### src/rtl/fs_en_pacer.sv
// fs_en_pacer: per-channel event decimator, credit buffer and paced fs_en pulse generator.
// Every channel is an independent copy running in the sys_clk domain.
module fs_en_pacer #(
   parameter  int NUM_CH    = 2,
   parameter  int DIV_WIDTH = 8,
   parameter  int CNT_DEPTH = 32,
   parameter  int MIN_GAP   = 1,
   localparam int CW        = $clog2(CNT_DEPTH + 1)
) (
   input  logic                        sys_clk,
   input  logic                        rst_n,
   input  logic                        enable,
   input  logic                        clr_overflow,
   input  logic [NUM_CH*DIV_WIDTH-1:0] div_ratio,
   input  logic [NUM_CH-1:0]           ev_in,
   output logic [NUM_CH-1:0]           fs_en,
   output logic [NUM_CH*CW-1:0]        pending,
   output logic [NUM_CH-1:0]           overflow
);

   localparam int GW = (MIN_GAP > 2) ? $clog2(MIN_GAP) : 1;
   localparam logic [GW-1:0] GAP_LOAD = (MIN_GAP > 2) ? GW'(MIN_GAP - 2) : {GW{1'b0}};

   typedef enum logic [1:0] {
      IDLE = 2'd0,
      FIRE = 2'd1,
      GAP  = 2'd2
   } state_t;

   for (genvar g = 0; g < NUM_CH; g++) begin : g_ch
      logic [DIV_WIDTH-1:0] ratio_s, ratio_m1_s;
      logic [DIV_WIDTH-1:0] div_cnt_q, div_cnt_d;
      logic [CW-1:0]        pend_q, pend_d;
      logic [GW-1:0]        gap_q, gap_d;
      logic                 ovf_q, ovf_d, ovf_set_s;
      logic                 fs_en_q, fs_en_d;
      logic                 qual_s, fire_s, ready_s;
      state_t               state_q, state_d;

      assign ratio_s    = div_ratio[g*DIV_WIDTH +: DIV_WIDTH];
      assign ratio_m1_s = (ratio_s == {DIV_WIDTH{1'b0}}) ? {DIV_WIDTH{1'b0}}
                                                         : ratio_s - DIV_WIDTH'(1);
      // >= rather than == so a lowered ratio qualifies at once instead of wrapping
      assign qual_s     = enable & ev_in[g] & (div_cnt_q >= ratio_m1_s);

      // Decimator counter next state
      always_comb begin
         div_cnt_d = div_cnt_q;
         if (enable && ev_in[g]) begin
            if (qual_s) begin
               div_cnt_d = {DIV_WIDTH{1'b0}};
            end else begin
               div_cnt_d = div_cnt_q + DIV_WIDTH'(1);
            end
         end else begin
            div_cnt_d = div_cnt_q;
         end
      end

      // Pacer next state; leaving FIRE/GAP re-evaluates the launch in the same cycle
      always_comb begin
         state_d = state_q;
         gap_d   = gap_q;
         ready_s = 1'b0;
         fire_s  = 1'b0;
         case (state_q)
            IDLE: ready_s = 1'b1;
            FIRE: begin
               if (MIN_GAP <= 1) begin
                  ready_s = 1'b1;
               end else begin
                  state_d = GAP;
                  gap_d   = GAP_LOAD;
               end
            end
            GAP: begin
               if (gap_q == {GW{1'b0}}) begin
                  ready_s = 1'b1;
               end else begin
                  gap_d = gap_q - GW'(1);
               end
            end
            default: state_d = IDLE;
         endcase
         if (ready_s) begin
            if (enable && (pend_q != {CW{1'b0}})) begin
               state_d = FIRE;
               fire_s  = 1'b1;
            end else begin
               state_d = IDLE;
            end
         end else begin
            fire_s = 1'b0;
         end
         fs_en_d = fire_s;
      end

      // Credit counter and sticky overflow next state
      always_comb begin
         pend_d    = pend_q;
         ovf_set_s = 1'b0;
         if (qual_s && !fire_s) begin
            if (pend_q == CW'(CNT_DEPTH)) begin
               ovf_set_s = 1'b1;
            end else begin
               pend_d = pend_q + CW'(1);
            end
         end else if (fire_s && !qual_s) begin
            pend_d = pend_q - CW'(1);
         end else begin
            pend_d = pend_q;
         end
         ovf_d = ovf_set_s | (ovf_q & ~clr_overflow);
      end

      // Channel state registers
      always_ff @(posedge sys_clk or negedge rst_n) begin
         if (!rst_n) begin
            div_cnt_q <= {DIV_WIDTH{1'b0}};
            pend_q    <= {CW{1'b0}};
            gap_q     <= {GW{1'b0}};
            ovf_q     <= 1'b0;
            fs_en_q   <= 1'b0;
            state_q   <= IDLE;
         end else begin
            div_cnt_q <= div_cnt_d;
            pend_q    <= pend_d;
            gap_q     <= gap_d;
            ovf_q     <= ovf_d;
            fs_en_q   <= fs_en_d;
            state_q   <= state_d;
         end
      end

      assign fs_en[g]            = fs_en_q;
      assign pending[g*CW +: CW] = pend_q;
      assign overflow[g]         = ovf_q;
   end

endmodule
### config.mk
export PLATFORM = sky130hd
export DESIGN_NAME = fs_en_pacer
export DESIGN_NICKNAME = d
export VERILOG_FILES = /design/src/rtl/fs_en_pacer.sv
export SDC_FILE = /design/constraint.sdc
export NUM_CORES = 1
export LEC_CHECK = 0
export ABC_AREA = 0
export BUFFER_PORTS_ARGS = -buffer_cell sky130_fd_sc_hd__buf_2
export CELL_PAD_IN_SITES_DETAIL_PLACEMENT = 0
export CELL_PAD_IN_SITES_GLOBAL_PLACEMENT = 1
export CORE_ASPECT_RATIO = 1.4
export CORE_MARGIN = 3
export CORE_UTILIZATION = 39
export CTS_BUF_LIST = sky130_fd_sc_hd__clkbuf_16
export CTS_CLUSTER_DIAMETER = 200
export DETAILED_ROUTE_END_ITERATION = 16
export PLACE_DENSITY = 0.85
export SLEW_MARGIN = 20
export SYNTH_ARGS = -nofsm -noshare
export SYNTH_HDL_FRONTEND = slang
export SYNTH_SLANG_ARGS = --single-unit
### constraint.sdc
create_clock -name sys_clk -period 3.1 [get_ports sys_clk]
set_input_delay 0.465 -clock sys_clk [delete_from_list [all_inputs] [get_ports sys_clk]]
set_output_delay 0.465 -clock sys_clk [all_outputs]
set_load 0.05 [all_outputs]
# --- After elaboration in Yosys (flattened, before gate mapping) ---
# Cells that the tools add are included.
totals:
  latchBits: 0
  memories: 0
  register_bits: 38
  mem_bits_rw: 0
  wordCells: 99
  output_inout_bits: 16
  mem_bits_ro: 0
  inputBits: 22
classes:
  n_eq_ne: 10
  n_bitwise: 9
  order_cmp: 2
  add_sub_neg: 10
  mul: 0
  reduce_logical: 26
  n_mux: 30
  div_mod_pow: 0
  shifts: 0
ops:
  columns: ["cell", "n"]
  rows:
  - ["$mux W6", 6]
  - ["$mux W8", 4]
  - ["$add A8 B1 Y8 const B", 2]
  - ["$ge A8 B8 Y1", 2]
  - ["$logic_not A8 Y1", 2]
  - ["$sub A8 B1 Y8 const B", 2]
  - ["$mux W1", 14]
  - ["$add A6 B1 Y6 const B", 2]
  - ["$eq A6 B6 Y1 const B", 2]
  - ["$reduce_bool A6 Y1", 2]
  - ["$sub A6 B1 Y6 const B", 2]
  - ["$logic_and A1 B1 Y1", 8]
  - ["$mux W2", 4]
  - ["$and A1 B1 Y1", 6]
  - ["$reduce_or A3 Y1", 2]
  - ["$eq A2 B1 Y1 const B", 2]
  - ["$eq A2 B2 Y1 const B", 2]
  - ["$logic_not A1 Y1", 4]
  - ["$logic_not A2 Y1", 2]
  - ["$ne A2 B1 Y1 const B", 2]
  - ["$ne A2 B2 Y1 const B", 2]
  - ["$pmux W1 S2", 2]
  - ["$reduce_and A2 Y1", 2]
  - ["$reduce_bool A2 Y1", 2]
  - ["4 further kinds", 7]

# --- Depth between registers and ports, before layout ---
# Gate-level depths: netlist (run 1).
logic_depth:
  depth_word: 8
  mapped_depth: 17
  depth_no_buf: 17

# --- Least setup slack after synthesis (run 1) ---
# No wires, ideal clock.
synth_timing:
  path_type: "input -> register"
  startpoint: "input port div_ratio[3]"
  endpoint: "register g_ch[0].pend_q[5]"
  n_path_buf: 0
  t_required_ps: 3018
  path_slack_ps: -923
  arrival_ps: 3941
  cell_stages: 16
  cell_sequence: "nor4_1 > nand2_1 > or3_1 > and2_1 > ha_1 > nand2b_1 > a2111oi_2 > o311a_2 > or3_4 > ha_1 > a21oi_1 > nor2b_1 > o21ai_0 > a21oi_1 > mux2i_4 > xor2_1"
synth_between:
  elab_chain_cells: 8
  word_cells_on_any_way: 12
  cone_classes: "add/sub: 1; order compare: 1; eq/ne: 1; mux: 2; bitwise: 1; reduce/logical: 6"
synth_rtl:
  columns: ["element", "line", "source"]
  rows:
  - ["from (decl)", "14", "input logic [NUM_CH*DIV_WIDTH-1:0] div_ratio,"]
  - ["$sub A8 B1 Y8 or $logic_not A8 Y1 (tied branches)", "42, 41", null]
  - ["$mux W8 (*)", "41", "assign ratio_m1_s = (ratio_s == {DIV_WIDTH{1'b0}}) ? {DIV_WIDTH{1'b0}}"]
  - ["$ge A8 B8 Y1 (*)", "44", "assign qual_s = enable & ev_in[g] & (div_cnt_q >= ratio_m1_s);"]
  - ["$and A1 B1 Y1 (*)", "44", null]
  - ["$logic_not A1 Y1", "108", "end else if (fire_s && !qual_s) begin"]
  - ["$logic_and A1 B1 Y1", "108", null]
  - ["$reduce_bool A2 Y1 (no line)", null, null]
  - ["$reduce_and A2 Y1 (no line)", null, null]
  - ["to (signal assigned)", "120", "pend_q <= {CW{1'b0}};"]
  - ["to (signal assigned)", "127", "pend_q <= pend_d;"]
  - ["to (decl)", "33", "logic [CW-1:0] pend_q, pend_d;"]
# Every way passes the cells marked *; elsewhere a longest branch is shown, timed or not.
# A chain may end at the register's enable or synchronous reset.

# --- Worst setup path after layout (run 1) ---
# Ends and elaborated chain as after synthesis.

==> metrics, run 1 <==
first-pass GRT wire length 9.94 mm; initial core utilization 0.409; share of total power in the clock network 0.159; combinational power share 0.587; Initial DRC Count roughly 80; CP arrival ~3.9 ns; CTS Buf Count 5; mean post-synth cell area 9.47 um2; register area share after synthesis 0.329; Post-Syn Instances 257; Antenna diodes 0; hold crit path type in2async; Final Hold Viols 0; Slew Viols, Final 0; slew margin rel. 0.533; vias in the first global route 2336; hold_buf cts 0; area grow syn2layout 43.8%; Syn Nets 309; Synth cell types 45; Vias 2167; Worst Reg-to-Reg Cells 10; Final Worst Setup Slack -0.557 ns; overall power 0.00292 W; root buffer cell clkbuf_16; Lkg Pwr 1.70 nW; Fillers 510; CTS H-tree lvls 2; Critical Path End Type register; largest net degree at the start of global routing 33; CTS tree yes; core area 5950 um2; final setup TNS -2.49 ns; Rows 33; DP HPWL 4.55 mm; CP cell instances buf_8 > nor4_4 > nand2_1 > or3_4 > and2_4 > ha_4 > nand2b_4 > a2111oi_4 > o311a_4 > or3_4 > ha_4 > a21oi_2 > nor2b_1 > o21ai_1 > a21oi_2 > mux2i_4 > xor2_1; Cell Pwr Density ~830 nW/um2; failing checks setup timing; clk slew on worst S/H paths about 0.050 ns; number of port buffers 37; critical path fanouts, max 5; commonest non-fill, non-tap cell in the layout buf_4; Post-synth EDFFs 0; share of cells above drive strength 1 0.408; ANT nets after route 0; CP Launch Type input port; Async SR Flop Fraction 1.00; critical path type in2reg; Routed WL per cell 13.5 um; worst-margin pin slew 0.701 ns; Syn. warnings 0; Die W 72.8 um; maximum vdd drop 370 uV; clk_skew just over 0.006 ns; Die ar. 7240 um2; # setup viols final 9; clock sink count 32; Yosys reg bits 32; total track usage 0.174; Final min period about 3.7 ns; register share of total power 0.254; switching share of total power 0.426; # DRC 0; internal power 0.00167 W; worst skew pair latency 0.28 ns; initial antenna violation count 0; most frequent cells in the layout buf_4 (54), buf_2 (33), dfrtp_1 (32); GP Congestion just over 0.8; Max clock buf depth 2; P_sw 0.00124 W; worst stage delay on the critical path 0.41 ns; Peak Freq 273 MHz; Final Cycle Share 1.18; die span in y 99.5 um; drt pass-1 iters 4; status finished with violations; Crit path required time 3.30 ns; Nets 406; I/O pins 38; Overflow after GRT 0; number of max-cap violations 0; routed vias/inst just over 5; RSZ-0062 raised after global routing yes; Post-Route WL ~5.7 mm; Main synth FF type dfrtp_1; Synth Cell Area 2430 um2; Worst path slowest cell or3_4
==> cell usage after synthesis (3+ instances only) <==
master / number / area (um2)
o21ai_1: 11 / 55.1
xor2_1: 11 / 96.3
dfrtp_1: 32 / 801
and3_1: 4 / 25.0
nand2_1: 24 / 90.1
nor3_1: 5 / 25.0
mux2_1: 3 / 33.8
buf_4: 4 / 30.0
or3_1: 3 / 18.8
nand3_1: 12 / 60.1
nand4_1: 3 / 18.8
o31a_1: 3 / 26.3
inv_1: 14 / 52.6
mux2i_1: 4 / 40.0
nor2b_1: 5 / 31.3
xnor2_1: 13 / 114
nand2b_1: 6 / 37.5
ha_1: 28 / 350
a21o_1: 5 / 37.5
mux2_4: 4 / 60.1
a21oi_1: 14 / 70.1
nor2_1: 18 / 67.6
==> metal layers <==
metal	track usage	vias to the layer above	share of wire
met1	0.177	1015	0.37
met4	0.0724	0	0.030
met2	0.330	42	0.56
met3	0.0374	13	0.040
li1	-	1097	-
met5	0	-	0
==> sequential cells by signal (all words and copies together) (netlist names) <==
signal and cells:
g_ch.pend_q 12, g_ch.ovf_q 2, g_ch.div_cnt_q 16, g_ch.fs_en_q 2
==> worst paths after layout <==
kind | from | endpoint | slack, ns
setup reg to reg | g_ch[0].pend_q[3] | g_ch[0].pend_q[5] | 0.14
hold reg to reg | g_ch[0].ovf_q | g_ch[0].ovf_q | 0.50
max in group asynchronous | rst_n | g_ch[0].pend_q[0] | 2.41
setup / recovery | div_ratio[3] | g_ch[0].pend_q[5] | -0.56
min in group sys_clk | clr_overflow | g_ch[0].ovf_q | 0.36
hold / removal | rst_n | g_ch[1].div_cnt_q[5] | 0.23
==> worst max-delay path: cells and delay by family <==
family / cells / cell delay [ns]
simple gates: 7 / 1.64
mux: 1 / 0.25
xor+xnor: 1 / 0.14
buf+inv: 1 / 0.10
compound gates: 5 / 0.72
fa+ha+maj: 2 / 0.53
==> metrics by stage <==
step | worst slack [ns] | area (um2) | utilization | cells | hold WS [ns]
final | -0.557 | 3500 | 0.589 | 425 | 0.233
after global routing | -0.755 | 3500 | 0.589 | 425 | 0.295
after floorplan | -0.734 | 2610 | - | 257 | 0.169
after detailed placement | -0.873 | 3240 | 0.545 | 413 | 0.485
after global placement | -0.821 | 3240 | 0.545 | 413 | 0.482
after CTS | -0.490 | 3470 | 0.584 | 425 | 0.261
==> cell families after synthesis <==
kind of cell             after synthesis  share of synthesized area
adder cells (fa/ha/maj)               30                      0.160
AND/OR/NAND/NOR                       92                      0.192
XOR/XNOR                              25                     0.0931
AO/OA/AOI/OAI                         46                      0.121
buffers and inverters                 20                     0.0401
multiplexers                          12                     0.0643
flip-flops                            32                      0.329
==> layout make-up <==
type | instances | area, um2 | share of cell area
clock inverters | 3 | 13.8 | 0.00393
clock buffers | 5 | 125 | 0.0358
well taps | 70 | 87.6 | 0.0250
multi-input cells | 205 | 1750 | 0.500
flip-flops and latches | 32 | 801 | 0.229
repair buffers | 95 | 664 | 0.190
inverters | 15 | 58.8 | 0.0168
==> timing repair <==
| action | in CTS | in global routing |
|---|---|---|
| buffers inserted | 4 | 1 |
| endpoints found under the setup margin | 9 | 10 |
| pin swaps | 23 | 12 |
| resized for setup | 14 | 9 |
==> power groups by stage <==
stage / Sequential [W] / Combinational, W / Clock (W)
final: 0.000741 / 0.00171 / 0.000464
after detailed placement: 0.000740 / 0.00161 / 0
after CTS: 0.000739 / 0.00169 / 0.000474
after global routing: 0.000766 / 0.00186 / 0.000500
after global placement: 0.000738 / 0.00156 / 0
after floorplan: 0.00100 / 0.000864 / 0
No activity file was read; power rests on OpenSTA's default activity.
==> run 2: changes to the inputs <==
--- a/constraint.sdc
+++ b/constraint.sdc
@@ -3,2 +3,2 @@
 set_output_delay 0.465 -clock sys_clk [all_outputs]
-set_load 0.05 [all_outputs]
+set_load 0.01 [all_outputs]
==> run 2 against run 1 <==
Compared with the run above: the flow still finishes with violations (setup timing); sequential share of layout area is 0.36 points lower; critical path depth is 1 lower; design area is 1.6% higher; clock skew is 0.0013 ns lower; critical path type unchanged; flip-flop and latch count stayed put.
==> metrics, run 2 (synthesis gave the netlist of run 1 again) <==
share of cells above drive strength 1 0.426 (+0.0173); initial core utilization 0.409 (unchanged); Die ar. 7240 um2 (unchanged); # setup viols final 9 (unchanged); Final Cycle Share 1.17 (-0.0140); drt pass-1 iters 4 (unchanged); Cell Pwr Density 754 nW/um2 (-9.5%); commonest non-fill, non-tap cell in the layout buf_4; Initial DRC Count 94 (+19%); R2R setup slack 0.16 ns (+0.02 ns); CP Launch Type input port; GP Congestion 0.805 (unchanged); CTS H-tree lvls 2 (unchanged); hold crit path type in2async; clk slew on worst S/H paths 0.05 ns (about the same); routed vias/inst 5.21 (+2.1%); Fin Hold WS 0.247 ns (+0.0141 ns); die span in y 99.5 um (unchanged); Worst Reg-to-Reg Cells 9 (-1); FF-to-FF Start g_ch[0].pend_q[1]; clk_skew 0.00497 ns (-0.00127 ns); Antenna diodes 0 (unchanged); ANT nets after route 0 (unchanged); final setup TNS -2.62 ns (-0.136 ns); Post-Route WL 5.80 mm (+1.3%); CP arrival 3.77 ns (-0.09 ns); Rows 33 (unchanged); maximum vdd drop 280 uV (-24%); vias in the first global route 2442 (+4.5%); failing checks setup timing; Critical Path End Type register; Fillers 509 (-0.20%); CTS Buf Count 5 (unchanged); # DRC 0 (unchanged); Overflow after GRT 0 (unchanged); Final Util 0.598 (+0.00947); number of max-cap violations 0 (unchanged); Routed WL per cell 13.6 um (+0.84%); Biggest register g_ch.div_cnt_q; critical path type in2reg; Final min period 3.61 ns (-0.0435 ns); Slew Viols, Final 0 (unchanged); CTS tree yes; critical path fanouts, max 5 (unchanged); worst skew pair latency 0.27 ns (about the same); first-pass GRT wire length 10.3 mm (+3.5%); Nets 409 (+0.74%); area grow syn2layout 46.1%; Die W 72.8 um (unchanged); placed cell area 3240 um2 (unchanged); Crit path required time 3.25 ns (-0.05 ns); Vias 2224 (+2.6%); Final Cell Area 3560 um2 (+1.6%); root buffer cell clkbuf_16; initial antenna violation count 0 (unchanged); total track usage 0.177 (+0.00362); largest net degree at the start of global routing 33 (unchanged); status finished with violations; core area 5950 um2 (unchanged); I/O pins 38 (unchanged); RR Endpoint g_ch[0].pend_q[4]; worst-margin pin slew 0.717 ns (+0.0164 ns); Peak Freq 277 MHz (+1.2%); most frequent cells in the layout buf_4 (57), buf_2 (33), dfrtp_1 (32); slew margin rel. 0.522 (-0.0109); Max clock buf depth 2 (unchanged); number of flip-flops in the largest register 16 (unchanged); number of port buffers 37 (unchanged); Final Hold Viols 0 (unchanged); DP HPWL 4.60 mm (+1.2%); top flop regs g_ch.div_cnt_q (16), g_ch.pend_q (12); Lkg Pwr 1.71 nW (+0.82%); hold_buf cts 0 (unchanged); clock sink count 32 (unchanged); Final Worst Setup Slack -0.514 ns (+0.0435 ns); RSZ-0062 raised after global routing yes
## run 2: how the worst max path moves through the flow
stage,startpoint,end
after floorplan,div_ratio[5],g_ch[0].pend_q[5]
after global placement,div_ratio[5],g_ch[0].pend_q[5]
after detailed placement,div_ratio[5],g_ch[0].pend_q[5]
after CTS,div_ratio[3],g_ch[0].pend_q[5]
after global routing,div_ratio[3],g_ch[0].pend_q[5]
final,div_ratio[3],g_ch[0].pend_q[4]
## run 2: cell type report
cell class                      instances  area [um2]  area share
Multi-Input combinational cell        205        1780       0.502
Sequential cell                        32         801       0.225
Timing Repair Buffer                   98         687       0.193
Clock buffer                            5         125      0.0352
Tap cell                               70        87.6      0.0246
Inverter                               15        58.8      0.0165
Clock inverter                          2        12.5     0.00352
## run 2: through the flow
stage               instances  power [W]  setup WS [ns]
floorplan                 257    0.00161         -0.717
global placement          413    0.00203         -0.821
detailed placement        413    0.00208         -0.882
CTS                       424    0.00262         -0.504
global route              427    0.00292         -0.686
finish                    427    0.00268         -0.514
## run 2: where the power goes
group	internal (W)	leakage, nW	switching (W)
clock	0.000290	0.0657	0.000164
sequential	0.000570	0.400	0.000178
combinational	0.000844	1.25	0.000636
total	0.00170	1.71	0.000978
## run 2: critical path: stages
cell and delay (ns):
buf_8 0.10, nor4_4 0.28, nand2_1 0.10, or3_4 0.39
and2_4 0.16, ha_4 0.25, nand2b_4 0.11, a2111oi_4 0.06
o311a_4 0.31, or3_4 0.39, buf_4 0.16, fa_2 0.33
a21o_1 0.17, a21oi_2 0.14, xnor2_1 0.09, mux2_4 0.25
## run 2: per-layer routing
layer,vias up,track usage,share of wire
li1,1107,-,-
met3,11,0.0233,0.030
met5,-,0,0
met2,39,0.350,0.58
met1,1067,0.182,0.37
met4,0,0.0653,0.019
## run 2: timing repair
action | in CTS | in global routing
endpoints found under the setup margin | 9 | 9
gates resized for setup | 14 | 11
buffers inserted | 4 | 4
gates cloned | 0 | 0
pin swaps | 19 | 13
==> run 3: changes to the inputs <==
RECOVER_POWER = 25   (was unset)
==> run 3 against run 2 <==
Compared with the run above: the run ends with capacitance limit, slew limit, setup timing left; non-clock buffer count is the same; clock power is essentially flat; die area is the same; sequential power is essentially flat; fmax is essentially flat; register-to-register slack is essentially flat; via count shrank 0.18%; combinational power is essentially flat; flip-flop and latch count is the same; global-route usage is the same; count of clock-buffer cells in the layout is the same; critical endpoint unchanged; largest cell class unchanged; highest routed layer unchanged.
==> metrics, run 3 (synthesis gave the netlist of run 1 again) <==
critical path fanouts, max 5 (unchanged); CTS H-tree lvls 2 (unchanged); Die W 72.8 um (unchanged); number of flip-flops in the largest register 16 (unchanged); die span in y 99.5 um (unchanged); Critical Path End Type register; CP cell instances buf_8 > nor4_4 > nand2_1 > or3_4 > and2_4 > ha_4 > nand2b_4 > a2111oi_4 > o311a_4 > or3_4 > buf_4 > fa_2 > a21o_1 > a21oi_2 > xnor2_1 > mux2_4; CTS Buf Count 5 (unchanged); Crit path required time 3.25 ns (about the same); Overflow after GRT 0 (unchanged); Antenna diodes 0 (unchanged); number of port buffers 37 (unchanged); failing checks capacitance limit, slew limit, setup timing; CTS tree yes; root buffer cell clkbuf_16; ANT nets after route 0 (unchanged); worst skew pair latency 0.27 ns (about the same); Final Hold Viols 0 (unchanged); drt pass-1 iters 4 (unchanged); number of max-cap violations 1 (+1); status finished with violations; initial core utilization 0.409 (unchanged); clk_skew 0.00497 ns (+0.0000000300 ns); vias in the first global route 2442 (unchanged); total track usage 0.177 (unchanged); # setup viols final 9 (unchanged); DP HPWL 4.60 mm (unchanged); Lkg Pwr 1.71 nW (-0.16%); # DRC 0 (unchanged); hold crit path type in2reg; Routed WL per cell 13.6 um (about the same); worst-margin pin slew 1.72 ns (+1.00 ns); largest net degree at the start of global routing 33 (unchanged); delay-heaviest family, CP simple AND/OR/NAND/NOR gates; Die ar. 7240 um2 (unchanged); clk slew on worst S/H paths 0.05 ns (about the same); placed cell area 3240 um2 (unchanged); Fin Hold WS 0.360 ns (+0.113 ns); overall power 0.00268 W (about the same); Final Worst Setup Slack -0.513 ns (+0.0000270 ns); Biggest register g_ch.div_cnt_q; CP Launch Type input port; share of cells above drive strength 1 0.423 (-0.00280); Slew Viols, Final 33 (+33); area grow syn2layout 46.1% (about the same); Nets 409 (unchanged); Vias 2220 (-0.18%); Peak Freq 277 MHz (about the same); final setup TNS -2.64 ns (-0.0130 ns); CP arrival 3.77 ns (about the same); initial antenna violation count 0 (unchanged); CP dominant cell by count or3_4; DP Worst Slack -0.882 ns (unchanged); most frequent cells in the layout buf_4 (57), dfrtp_1 (32), buf_2 (32); GP Congestion 0.805 (unchanged); core area 5950 um2 (unchanged); RSZ-0062 raised after global routing yes; critical path type in2reg; crit path buf inv count 2 (unchanged); Final Cell Area 3550 um2 (about the same); Final Cycle Share 1.17 (about the same); Cell Pwr Density 755 nW/um2 (about the same); first-pass GRT wire length 10.3 mm (unchanged); Worst path slowest cell or3_4; top flop regs g_ch.div_cnt_q (16), g_ch.pend_q (12); Rows 33 (unchanged); Initial DRC Count 93 (-1.1%); routed vias/inst 5.20 (-0.18%); I/O pins 38 (unchanged); Final min period 3.61 ns (-0.0000270 ns); Max clock buf depth 2 (unchanged); maximum vdd drop 281 uV (+0.13%); Post-Route WL 5.79 mm (about the same); commonest non-fill, non-tap cell in the layout buf_4; slew margin rel. -0.147 (-0.669); clock sink count 32 (unchanged); worst stage delay on the critical path 0.39 ns (about the same)
==> run 3: cell type report <==
type | instances | area [um2]
clock buffer | 5 | 125
multi-input combinational | 205 | 1780
fill | 510 | 2390
timing repair buffer | 98 | 686
clock inverter | 2 | 12.5
tap | 70 | 87.6
sequential | 32 | 801
inverter | 15 | 58.8
==> run 3: worst paths after layout <==
kind,from,end,slack [ns],cells after the start
worst max-delay path,div_ratio[3],g_ch[0].pend_q[4],-0.51,16
worst min-delay path,clr_overflow,g_ch[0].ovf_q,0.36,2
worst max register to register,g_ch[0].pend_q[1],g_ch[0].pend_q[4],0.16,9
worst min register to register,g_ch[0].pend_q[5],g_ch[0].pend_q[5],0.50,1
max in group asynchronous,rst_n,g_ch[0].div_cnt_q[4],1.46,1
min in group asynchronous,rst_n,g_ch[1].div_cnt_q[5],0.64,1
==> run 3: stage by stage <==
step / std cells / utilization
4_1_cts: 424 / 0.585
6_report: 427 / 0.598
3_5_place_dp: 413 / 0.545
2_1_floorplan: 257 / -
3_3_place_gp: 413 / 0.545
5_1_grt: 427 / 0.598
==> run 3: where the power goes <==
part           internal, W  switching, W  total [W]  leakage, nW
registers         0.000570      0.000179   0.000749        0.400
clock network     0.000290      0.000164   0.000454       0.0657
logic             0.000844      0.000636    0.00148         1.24
total              0.00170      0.000979    0.00268         1.71
==> run 3: what timing repair did <==
action / in CTS / in global routing
hold buffers: 0 / 0
endpoints found under the setup margin: 9 / 9
resized for setup: 14 / 11
setup buffers: 4 / 4
pin swaps: 19 / 13
==> run 3: routing by layer <==
metal	track usage	vias up	routed length, um
met3	0.0233	11	173
met5	0	-	0
met2	0.350	39	3370
li1	-	1107	-
met1	0.182	1063	2140
met4	0.0653	0	109
